File: src/rtl/disp_share_arbiter_if.sv
`default_nettype none
// +------------------------------------------------------------------------+
// | disp_share_arbiter_if -- requester, display-driver and status bundle   |
// | Rev 1.0                                                                |
// +------------------------------------------------------------------------+
interface disp_share_arbiter_if;
  logic        req0;
  logic        req1;
  logic [31:0] frame0;
  logic [31:0] frame1;
  logic [2:0]  bright0;
  logic [2:0]  bright1;
  logic        drv_busy;
  logic        drv_start;
  logic [31:0] frame_o;
  logic [2:0]  bright_o;
  logic        owner;
  logic        grant0;
  logic        grant1;
  logic        err;

  modport slave (
    input  req0, req1, frame0, frame1, bright0, bright1, drv_busy,
    output drv_start, frame_o, bright_o, owner, grant0, grant1, err
  );

  modport master (
    output req0, req1, frame0, frame1, bright0, bright1, drv_busy,
    input  drv_start, frame_o, bright_o, owner, grant0, grant1, err
  );
endinterface
`default_nettype wire

File: src/rtl/disp_share_arbiter.sv
`default_nettype none
// +------------------------------------------------------------------------+
// | disp_share_arbiter -- round-robin ownership of a shared TM1638 display |
// | Rev 1.0                                                                |
// +------------------------------------------------------------------------+
module disp_share_arbiter #(
  parameter int unsigned DWELL_CYC = 50_000_000,
  parameter int unsigned ACK_TO    = 16
) (
  input  logic                 clk,
  input  logic                 rst_n,
  disp_share_arbiter_if.slave  bus
);
  localparam int unsigned ACK_W = $clog2(ACK_TO + 1);
  localparam int unsigned DW_W  = (DWELL_CYC > 1) ? $clog2(DWELL_CYC) : 1;
  localparam logic [ACK_W-1:0] ACK_LIMIT  = ACK_W'(ACK_TO);
  localparam logic [DW_W-1:0]  DWELL_LOAD = DW_W'(DWELL_CYC - 1);

  typedef enum logic [2:0] {
    IDLE      = 3'd0,
    SEND      = 3'd1,
    WAIT_ACK  = 3'd2,
    WAIT_DONE = 3'd3,
    DWELL     = 3'd4
  } state_t;

  state_t           state_q, state_d;
  logic [31:0]      frame_q, frame_d;
  logic [2:0]       bright_q, bright_d;
  logic             owner_q, owner_d;
  logic             last_q, last_d;
  logic             grant0_q, grant0_d;
  logic             grant1_q, grant1_d;
  logic             start_q, start_d;
  logic             err_q, err_d;
  logic [ACK_W-1:0] ack_cnt_q, ack_cnt_d;
  logic [DW_W-1:0]  dwell_cnt_q, dwell_cnt_d;
  logic             winner;

  always_comb begin
    state_d     = state_q;
    frame_d     = frame_q;
    bright_d    = bright_q;
    owner_d     = owner_q;
    last_d      = last_q;
    grant0_d    = 1'b0;
    grant1_d    = 1'b0;
    start_d     = 1'b0;
    err_d       = err_q;
    ack_cnt_d   = ack_cnt_q;
    dwell_cnt_d = dwell_cnt_q;
    // Contention goes to whoever was not served last; a lone request always wins.
    winner      = (bus.req0 & bus.req1) ? ~last_q : bus.req1;

    unique case (state_q)
      IDLE: begin
        if (bus.req0 | bus.req1) begin
          frame_d  = winner ? bus.frame1  : bus.frame0;
          bright_d = winner ? bus.bright1 : bus.bright0;
          owner_d  = winner;
          last_d   = winner;
          grant0_d = ~winner;
          grant1_d = winner;
          state_d  = SEND;
        end
      end
      SEND: begin
        if (!bus.drv_busy) begin
          start_d   = 1'b1;
          ack_cnt_d = '0;
          state_d   = WAIT_ACK;
        end
      end
      WAIT_ACK: begin
        if (bus.drv_busy) begin
          state_d = WAIT_DONE;
        end else if (ack_cnt_q == ACK_LIMIT) begin
          err_d   = 1'b1;
          state_d = SEND;
        end else begin
          ack_cnt_d = ack_cnt_q + 1'b1;
        end
      end
      WAIT_DONE: begin
        if (!bus.drv_busy) begin
          dwell_cnt_d = DWELL_LOAD;
          state_d     = DWELL;
        end
      end
      DWELL: begin
        if (dwell_cnt_q == '0) begin
          state_d = IDLE;
        end else begin
          dwell_cnt_d = dwell_cnt_q - 1'b1;
        end
      end
      default: state_d = IDLE;
    endcase
  end

  always_ff @(posedge clk or negedge rst_n) begin
    if (!rst_n) begin
      state_q     <= IDLE;
      frame_q     <= '0;
      bright_q    <= '0;
      owner_q     <= 1'b0;
      last_q      <= 1'b1;
      grant0_q    <= 1'b0;
      grant1_q    <= 1'b0;
      start_q     <= 1'b0;
      err_q       <= 1'b0;
      ack_cnt_q   <= '0;
      dwell_cnt_q <= '0;
    end else begin
      state_q     <= state_d;
      frame_q     <= frame_d;
      bright_q    <= bright_d;
      owner_q     <= owner_d;
      last_q      <= last_d;
      grant0_q    <= grant0_d;
      grant1_q    <= grant1_d;
      start_q     <= start_d;
      err_q       <= err_d;
      ack_cnt_q   <= ack_cnt_d;
      dwell_cnt_q <= dwell_cnt_d;
    end
  end

  assign bus.drv_start = start_q;
  assign bus.frame_o   = frame_q;
  assign bus.bright_o  = bright_q;
  assign bus.owner     = owner_q;
  assign bus.grant0    = grant0_q;
  assign bus.grant1    = grant1_q;
  assign bus.err       = err_q;
endmodule
`default_nettype wire

File: src/flat_wrapper.sv
// flat-port wrapper written by rule: the top's interface ports become plain ports
module disp_share_arbiter_flat 
#(
  parameter int unsigned DWELL_CYC = 50_000_000,
  parameter int unsigned ACK_TO    = 16
)
  (clk, rst_n, bus_req0, bus_req1, bus_frame0, bus_frame1, bus_bright0, bus_bright1, bus_drv_busy, bus_drv_start, bus_frame_o, bus_bright_o, bus_owner, bus_grant0, bus_grant1, bus_err);
  disp_share_arbiter_if bus_i ();
  input  logic clk;
  input  logic rst_n;
  input wire logic [$bits(bus_i.req0)-1:0] bus_req0;
  input wire logic [$bits(bus_i.req1)-1:0] bus_req1;
  input wire logic [$bits(bus_i.frame0)-1:0] bus_frame0;
  input wire logic [$bits(bus_i.frame1)-1:0] bus_frame1;
  input wire logic [$bits(bus_i.bright0)-1:0] bus_bright0;
  input wire logic [$bits(bus_i.bright1)-1:0] bus_bright1;
  input wire logic [$bits(bus_i.drv_busy)-1:0] bus_drv_busy;
  output wire logic [$bits(bus_i.drv_start)-1:0] bus_drv_start;
  output wire logic [$bits(bus_i.frame_o)-1:0] bus_frame_o;
  output wire logic [$bits(bus_i.bright_o)-1:0] bus_bright_o;
  output wire logic [$bits(bus_i.owner)-1:0] bus_owner;
  output wire logic [$bits(bus_i.grant0)-1:0] bus_grant0;
  output wire logic [$bits(bus_i.grant1)-1:0] bus_grant1;
  output wire logic [$bits(bus_i.err)-1:0] bus_err;
  assign bus_i.req0 = bus_req0;
  assign bus_i.req1 = bus_req1;
  assign bus_i.frame0 = bus_frame0;
  assign bus_i.frame1 = bus_frame1;
  assign bus_i.bright0 = bus_bright0;
  assign bus_i.bright1 = bus_bright1;
  assign bus_i.drv_busy = bus_drv_busy;
  assign bus_drv_start = bus_i.drv_start;
  assign bus_frame_o = bus_i.frame_o;
  assign bus_bright_o = bus_i.bright_o;
  assign bus_owner = bus_i.owner;
  assign bus_grant0 = bus_i.grant0;
  assign bus_grant1 = bus_i.grant1;
  assign bus_err = bus_i.err;
  disp_share_arbiter #(.DWELL_CYC(DWELL_CYC), .ACK_TO(ACK_TO)) u_core (.clk(clk), .rst_n(rst_n), .bus(bus_i));
endmodule
File: config.mk
export PLATFORM = sky130hd
export DESIGN_NAME = disp_share_arbiter_flat
export DESIGN_NICKNAME = d
export VERILOG_FILES = /design/src/rtl/disp_share_arbiter_if.sv /design/src/rtl/disp_share_arbiter.sv /design/src/flat_wrapper.sv
export SDC_FILE = /design/constraint.sdc
export NUM_CORES = 1
export LEC_CHECK = 0
export CAP_MARGIN = 5
export CORE_ASPECT_RATIO = 1.2
export CORE_MARGIN = 2
export CORE_UTILIZATION = 61
export CTS_CLUSTER_SIZE = 16
export DETAILED_ROUTE_END_ITERATION = 6
export DONT_BUFFER_PORTS = 1
export PLACE_DENSITY = 0.76
export SLEW_MARGIN = 20
export SYNTH_ARGS = -nofsm -noshare
export SYNTH_HDL_FRONTEND = slang
export SYNTH_SLANG_ARGS = --single-unit
File: constraint.sdc
create_clock -name clk -period 2.1 [get_ports clk]
set_clock_uncertainty 0.05 [all_clocks]
set_input_delay 0.525 -clock clk [delete_from_list [all_inputs] [get_ports clk]]
set_output_delay 0.525 -clock clk [all_outputs]
set_load 0.02 [all_outputs]
**After elaboration in Yosys (flattened, before gate mapping)**

Index checks and enable logic that the tools add are counted.

- Multiplexer cells: 23
- Equality and inequality tests: 13
- Add/subtract/negate cells: 2
- Bitwise operators: 5
- Reduce and logical (&&, ||, !) cells: 9

Operator list:

| kind | count |
|---|---|
| 2-to-1 mux 26 bit | 2 |
| case mux 26 bit (2 select lines) | 1 |
| 2-to-1 mux 32 bit | 1 |
| logical NOT 26 bit | 1 |
| subtractor 26 x 1 -> 26 bit, second input constant | 1 |
| 2-to-1 mux 3 bit | 7 |
| 2-to-1 mux 5 bit | 3 |
| case mux 3 bit (5 select lines) | 1 |
| != test 2 bit, second input constant | 5 |
| case mux 5 bit (2 select lines) | 1 |
| 2-to-1 mux 1 bit | 7 |
| == test 3 x 2 -> 1 bit, second input constant | 2 |
| AND reduction 3 bit | 2 |
| adder 5 x 1 -> 5 bit, second input constant | 1 |
| == test 5 bit, second input constant | 1 |
| AND reduction 5 bit | 1 |
| != test 2 x 1 -> 1 bit, second input constant | 2 |
| AND reduction 4 bit | 1 |
| nonzero test 2 bit | 2 |
| == test 3 x 1 -> 1 bit, second input constant | 1 |
| == test 3 bit, second input constant | 1 |
| logical NOT 3 bit | 1 |
| != test 3 x 2 -> 1 bit, second input constant | 1 |
| inverter 1 bit | 3 |
| other kinds (3) | 3 |

- Logic and storage cells: 63
- Input bits: 75
- Output and inout port bits: 40
- Register bits: 75

**Logic depth before layout (Yosys ltp)**

Gate-level depths: netlist of the first run.

- Depth in word-level cells: 5
- Gate-level depth with buffers: 7
- Mapped depth without buffers: 7

**Worst setup path before layout of the first run**

Ideal clock, no wire load.

- Path kind: register to register
- Start: register u_core.dwell_cnt_q[0]
- End: register u_core.dwell_cnt_q[20]
- Stages on the path, launching flop included: 8
- Setup slack: 0.192 ns
- Arrival time: 1.734 ns
- Library setup time: 0.124 ns
- Period minus slack after synthesis: 1.908 ns
- Path buffers: 0
- Required time: 1.926 ns
- Path through: dfrtp_1 inv_1 ha_1 nor3b_1 nand4_1 nor4_1 nand2_1 a211o_1

- Longest elaborated chain between the ends: 3
- Elaborated cells on any way between the ends: 6
- Those cells by class: add/sub: 1; eq/ne: 1; mux: 2; reduce/logical: 2

RTL lines:

| element | line | source |
|---|---|---|
| from (decl) | disp_share_arbiter.sv:37 | `logic [DW_W-1:0] dwell_cnt_q, dwell_cnt_d;` |
| from (signal assigned) | disp_share_arbiter.sv:125 | `dwell_cnt_q <= dwell_cnt_d;` |
| subtractor 26 x 1 -> 26 bit / logical NOT 26 bit (equally long branches) | disp_share_arbiter.sv:94, disp_share_arbiter.sv:91 |  |
| 2-to-1 mux 26 bit / != test 2 bit (equally long branches) | -- |  |
| case mux 26 bit (2 select lines) / AND reduction 3 bit (equally long branches) | -- |  |

Several ways; a longest one is shown, not always the timed one. The select of a mux whose other input is x is not followed.
A chain may end at the register's enable or synchronous reset.

**Final worst setup path of the first run**

- Start: register u_core.dwell_cnt_q[23]
- End: register u_core.dwell_cnt_q[23]

The elaborated chain is that of the path after synthesis.

==> results_dict.tcl, run 1 <==
set metrics [dict create \
    crit_path_cell_trace "or4_4, and4bb_4, nor3_1, a211oi_1, nor2_1" \
    yosysSeqAreaShare_pct 50.9 \
    irDropWorstVdd_mv 0.837 \
    fmax_mhz 502 \
    grt_pass1_wl_mm 12.5 \
    syn_area_sq_um 3690 \
    cts_root_buffer "clkbuf_8" \
    die_area_sq_um 6690 \
    viasPerCell 6.30 \
    portBuffers 0 \
    avgSynthCellArea_sq_um 10.6 \
    grt_use_total_pct 24.7 \
    nets 438 \
    yosysTopAreaCellShare_pct 50.2 \
    cpPeakStageDelay_ns 0.56 \
    synthCells 348 \
    dp_cells 430 \
    status "complete, but fails checks" \
    slew_headroom_pct 65.2 \
    critPathSlowestCell "or4_4" \
    crit_family "simple AND/OR/NAND/NOR gates" \
    fin_crit_sh_pct 94.9 \
    grt_overflow 0 \
    slew_violations 0 \
    yosys_warnings 0 \
    start_util_pct 62.2 \
    diodes 0 \
    maxCapViolations 0 \
    cellPowerDensity_nw_per_um2 1340 \
    min_period_ns 1.99 \
    critPathCaptureType "register" \
    synth-edff-count 0 \
    violations "hold timing" \
    cts.path.max_buffers 2 \
    grt_pass1_vias 2637 \
    setup_viol_count_final 0 \
    cts_buffers 9 \
    crit_buf_inv 0 \
    syn_nets 426 \
    drive_gt1_share_pct 15.6 \
    cp.required_ns 2.29 \
    die_w_microns 75.0 \
    die_h_microns 89.2 \
    hold_violations 75 \
    io_pins 115 \
    async_reset_ff_share_pct 100 \
    worst_pin_slew_ns 0.515 \
    clk_pin_slew_ns 0.08 \
    core_sq_um 5930 \
    htree_levels 3 \
    synth_cell_types 54 \
    route.vias.total 2814 \
    ys_seq_elements 75 \
    synthTopCellsByCount "dfrtp_1 (74), and3_1 (31), nor2_1 (28)" \
    timing.hold.ws_ns -0.196 \
    antenna_found_initial 0 \
    fin_setup_tns_ns 0 \
    cts_tree "yes" \
    clock_latency_ns 0.36 \
    area_growth_pct 10.9 \
    grt_start_max_net_pins 76 \
    dr.pass1.iters 4 \
    drc 0 \
    instances_no_fill 447 \
    path_max_fanout 6 \
    final_antenna_net_count 0 \
    clock_sink_count 75 \
    drtIter0Drc 147 \
    leakage_nw 1.82 \
    critPathLaunchType "register" \
    synth_area_leaders "dfrtp_1 (50%), a221o_1 (7.3%), and3_1 (5.3%)" \
    crit_type "reg -> reg" \
    dp_hpwl_mm 5.29 \
    gp_congestion 0.754 \
    cp.arrival_ns 2.18 \
    worstHoldPathType "in -> async" \
    routedWlPerCell_microns 17.3 \
    fp-row-count 31 \
    rsz0062_at_grt "no" \
    wl_mm 7.72 \
    synth_top_cell_by_area "dfrtp_1" \
    synth.most_common_cell "dfrtp_1" \
    synth_ff_type "dfrtp_1" \
]
==> state kept, by name, summed over array words and instances (netlist names) <==
register and count:
u_core.bus.drv_start 1, u_core.ack_cnt_q 5, u_core.state_q 3, u_core.bus.owner 1
u_core.bus.frame_o 32, u_core.bus.err 1, u_core.last_q 1, u_core.bus.grant1 1
u_core.dwell_cnt_q 26, u_core.bus.grant0 1, u_core.bus.bright_o 3
==> worst reg2reg max path, stage by stage, from the launching register on <==
cell and delay (ns):
dfrtp_1 0.41, or4_4 0.56, and4bb_4 0.40, nor3_1 0.11, a211oi_1 0.27, nor2_1 0.08
==> metal layers <==
metal / GRT usage [%] / share of wire, %
met1: 32.5 / 42
met2: 38.1 / 50
met3: 7.67 / 6.7
met4: 9.90 / 1.2
met5: 0 / 0
==> through the flow <==
stage / util, % / area [sq um] / power [W] / setup WS, ns / hold WS (ns)
floorplan: - / 3690 / 0.00398 / 0.192 / 0.179
global placement: 65.1 / 3860 / 0.00438 / 0.121 / 0.181
detailed placement: 65.1 / 3860 / 0.00446 / 0.0422 / 0.181
CTS: 68.2 / 4050 / 0.00550 / 0.0147 / -0.211
global route: 68.9 / 4090 / 0.00583 / 0.000402 / -0.220
finish: 68.9 / 4090 / 0.00548 / 0.106 / -0.196
==> cell type report <==
type | instances | area (sq um)
clock buffers | 9 | 124
multi-input cells | 245 | 1740
repair buffers | 22 | 165
inverters | 7 | 26.3
flip-flops and latches | 75 | 1880
clock inverters | 7 | 58.8
fillers | 457 | 1840
well taps | 82 | 103
==> cells in the final DEF (no fill, tap or decap), drive strengths merged, types with 10 or more instances in the layout <==
cell type	count
buf	22
o21ai	19
inv	11
a221o	27
dfrtp	74
and3	32
nor3	10
nor2	29
xnor2	10
nand2	25
a21oi	11
mux2i	15
==> repair_timing <==
| action | in CTS | in global routing |
|---|---|---|
| setup buffers | 0 | 1 |
| gates resized for setup | 0 | 5 |
| hold endpoints to repair | 75 | 75 |
| endpoints found under the setup margin | 0 | 23 |
==> power by group <==
group | switching [W] | total (W) | internal [W]
logic | 0.000770 | 0.00153 | 0.000760
registers | 0.000924 | 0.00290 | 0.00198
clock network | 0.000600 | 0.00105 | 0.000447
==> final timing paths <==
path	start	endpoint	slack, ns	cells past startpoint
min reg2reg	u_core.last_q	u_core.last_q	0.47	1
min	rst_n	u_core.bus.err	-0.20	0
min in group clk	bus_req1	u_core.bus.grant0	0.23	1
max	u_core.dwell_cnt_q[23]	u_core.dwell_cnt_q[23]	0.11	5
max in group asynchronous	rst_n	u_core.last_q	2.01	0
max reg2reg	u_core.dwell_cnt_q[23]	u_core.dwell_cnt_q[23]	0.11	5
==> logic make-up (layout without fill, tap and decap cells) <==
| logic type | count (synthesis) | after routing | synth area share, % |
|---|---|---|---|
| simple gates | 138 | 138 | 21.8 |
| flops | 75 | 75 | 50.9 |
| compound gates | 79 | 79 | 16.7 |
| mux | 15 | 15 | 4.07 |
| xor+xnor | 10 | 10 | 2.37 |
| buf+inv | 28 | 45 | 3.12 |
| fa+ha+maj | 3 | 3 | 1.02 |
No activity file was read; power rests on OpenSTA's default activity.
==> inputs of run 2 (changes only) <==
CORE_MARGIN = unset   (was 2)
==> results_dict.tcl, run 2 (synthesized netlist as in run 1, its figures left out) <==
set metrics [dict create \
    status "complete, but fails checks" \
    violations "hold timing" \
    leakage_nw 1.85 \
    drive_gt1_share_pct 15.1 \
    critPathCaptureType "register" \
    routedWlPerCell_microns 17.1 \
    fmax_mhz 501 \
    cellPowerDensity_nw_per_um2 1410 \
    sequentialPowerShare_pct 49.9 \
    htree_levels 3 \
    hold_violations 75 \
    timing.hold.ws_ns -0.192 \
    core_sq_um 5740 \
    final_antenna_net_count 0 \
    critPathSlowestCell "or4_4" \
    p_clk_share_pct 24.6 \
    rsz0062_at_grt "yes" \
    clock_latency_ns 0.35 \
    cts_root_buffer "clkbuf_8" \
    worst_pin_slew_ns 0.523 \
    cts.path.max_buffers 2 \
    largest_register_ff_count 32 \
    fin_crit_sh_pct 95.1 \
    route.vias.total 2738 \
    critPathLaunchType "register" \
    portBuffers 0 \
    slew_headroom_pct 64.6 \
    total_power_w 0.00583 \
    start_util_pct 64.2 \
    clk_pin_slew_ns 0.08 \
    io_pins 115 \
    grt_start_max_net_pins 76 \
    nets 437 \
    maxCapViolations 0 \
    die_h_microns 87.2 \
    final_common_cell "dfrtp_1" \
    instances_no_fill 444 \
    dr.pass1.iters 4 \
    min_period_ns 2.00 \
    cpPeakStageDelay_ns 0.56 \
    mostFrequentLayoutCells "dfrtp_1 (74), and3_1 (31), nor2_1 (28), a221o_1 (27), nand2_1 (24)" \
    internal_power_w 0.00363 \
    die_area_sq_um 6360 \
    crit_path_cell_trace "or4_4, and4bb_4, a211oi_4, a211oi_1, nor2_1" \
    setup_viol_count_final 0 \
    grt_pass1_wl_mm 12.7 \
    grt_use_total_pct 26.5 \
    worstHoldPathType "in -> async" \
    gp_congestion 0.783 \
    viasPerCell 6.17 \
    fp-row-count 30 \
    cp.required_ns 2.29 \
    grt_pass1_vias 2739 \
    swShare_pct 37.7 \
    drtIter0Drc 134 \
    die_w_microns 73.0 \
    clock_sink_count 75 \
    area_growth_pct 12.5 \
    drc 0 \
    antenna_found_initial 0 \
    irDropWorstVdd_mv 0.945 \
    final_cell_area_sq_um 4150 \
    cts_tree "yes" \
    slew_violations 0 \
    crit_type "reg -> reg" \
    path_max_fanout 9 \
    dp_hpwl_mm 5.23 \
    combPwrFrac_pct 25.5 \
    switching_power_w 0.00220 \
    place_area_sq_um 3860 \
    dp_cells 428 \
    cts_buffers 9 \
    wl_mm 7.60 \
    diodes 0 \
    grt_overflow 0 \
    cp.arrival_ns 2.19 \
]
[run 2: changes by cell type in the layout (fill, tap and decap cells not counted), sizes merged]
cell    change
bufinv      +4
buf         -1
inv         -4
[run 2: area by class of cell]
cell class | count | area [sq um]
Fill cell | 423 | 1590
Inverter | 7 | 26.3
Tap cell | 80 | 100
Multi-Input combinational cell | 245 | 1720
Clock inverter | 7 | 140
Clock buffer | 9 | 124
Sequential cell | 75 | 1880
Timing Repair Buffer | 21 | 158
[run 2: through the flow]
step                hold WS [ns]  setup TNS (ns)  setup slack (ns)  utilization, %
floorplan                  0.179               0             0.192               -
global placement           0.181               0             0.140            67.3
detailed placement         0.181               0            0.0994            67.3
CTS                       -0.205               0           0.00396            71.9
global route              -0.206        -0.00298          -0.00298            72.3
finish                    -0.192               0             0.102            72.3
[run 2: final timing paths]
kind | start | slack, ns | cells past startpoint | endpoint
max reg2reg | u_core.dwell_cnt_q[22] | 0.10 | 5 | u_core.dwell_cnt_q[19]
max in group asynchronous | rst_n | 1.99 | 0 | u_core.last_q
min | rst_n | -0.19 | 0 | u_core.dwell_cnt_q[10]
min in group clk | bus_req1 | 0.22 | 1 | u_core.bus.grant0
max | u_core.dwell_cnt_q[22] | 0.10 | 5 | u_core.dwell_cnt_q[19]
min reg2reg | u_core.last_q | 0.46 | 1 | u_core.last_q
[run 2: timing repair]
action                     4_1_cts  5_1_grt
resized for setup                0        4
setup endpoints to repair        0       14
hold endpoints to repair        75       75
setup buffers                    0        0
[run 2: power groups by stage]
stage	sequential [W]	clock, W	combinational, W
floorplan	0.00277	0	0.00121
global placement	0.00292	0	0.00145
detailed placement	0.00291	0	0.00151
CTS	0.00291	0.00146	0.00149
global route	0.00299	0.00153	0.00169
finish	0.00291	0.00143	0.00149
[run 2: critical path: cells and delay by family (launching register included)]
family          cells  cell delay (ns)
simple gates        3             1.03
flops               1             0.42
compound gates      2             0.38
[run 2: per-layer routing]
| layer | global-route usage [%] | vias to the layer above | share of wire [%] |
|---|---|---|---|
| met4 | 11.2 | 0 | 1.8 |
| met1 | 32.6 | 1300 | 41 |
| li1 | - | 1328 | - |
| met5 | 0 | - | 0 |
| met2 | 42.9 | 97 | 50 |
| met3 | 8.45 | 13 | 6.8 |
==> inputs of run 3 (changes only) <==
ABC_CLOCK_PERIOD_IN_PS = 2100   (was unset)
==> results of run 3 <==
No change in the layout: final DEF, timing and power equal those of run 2.
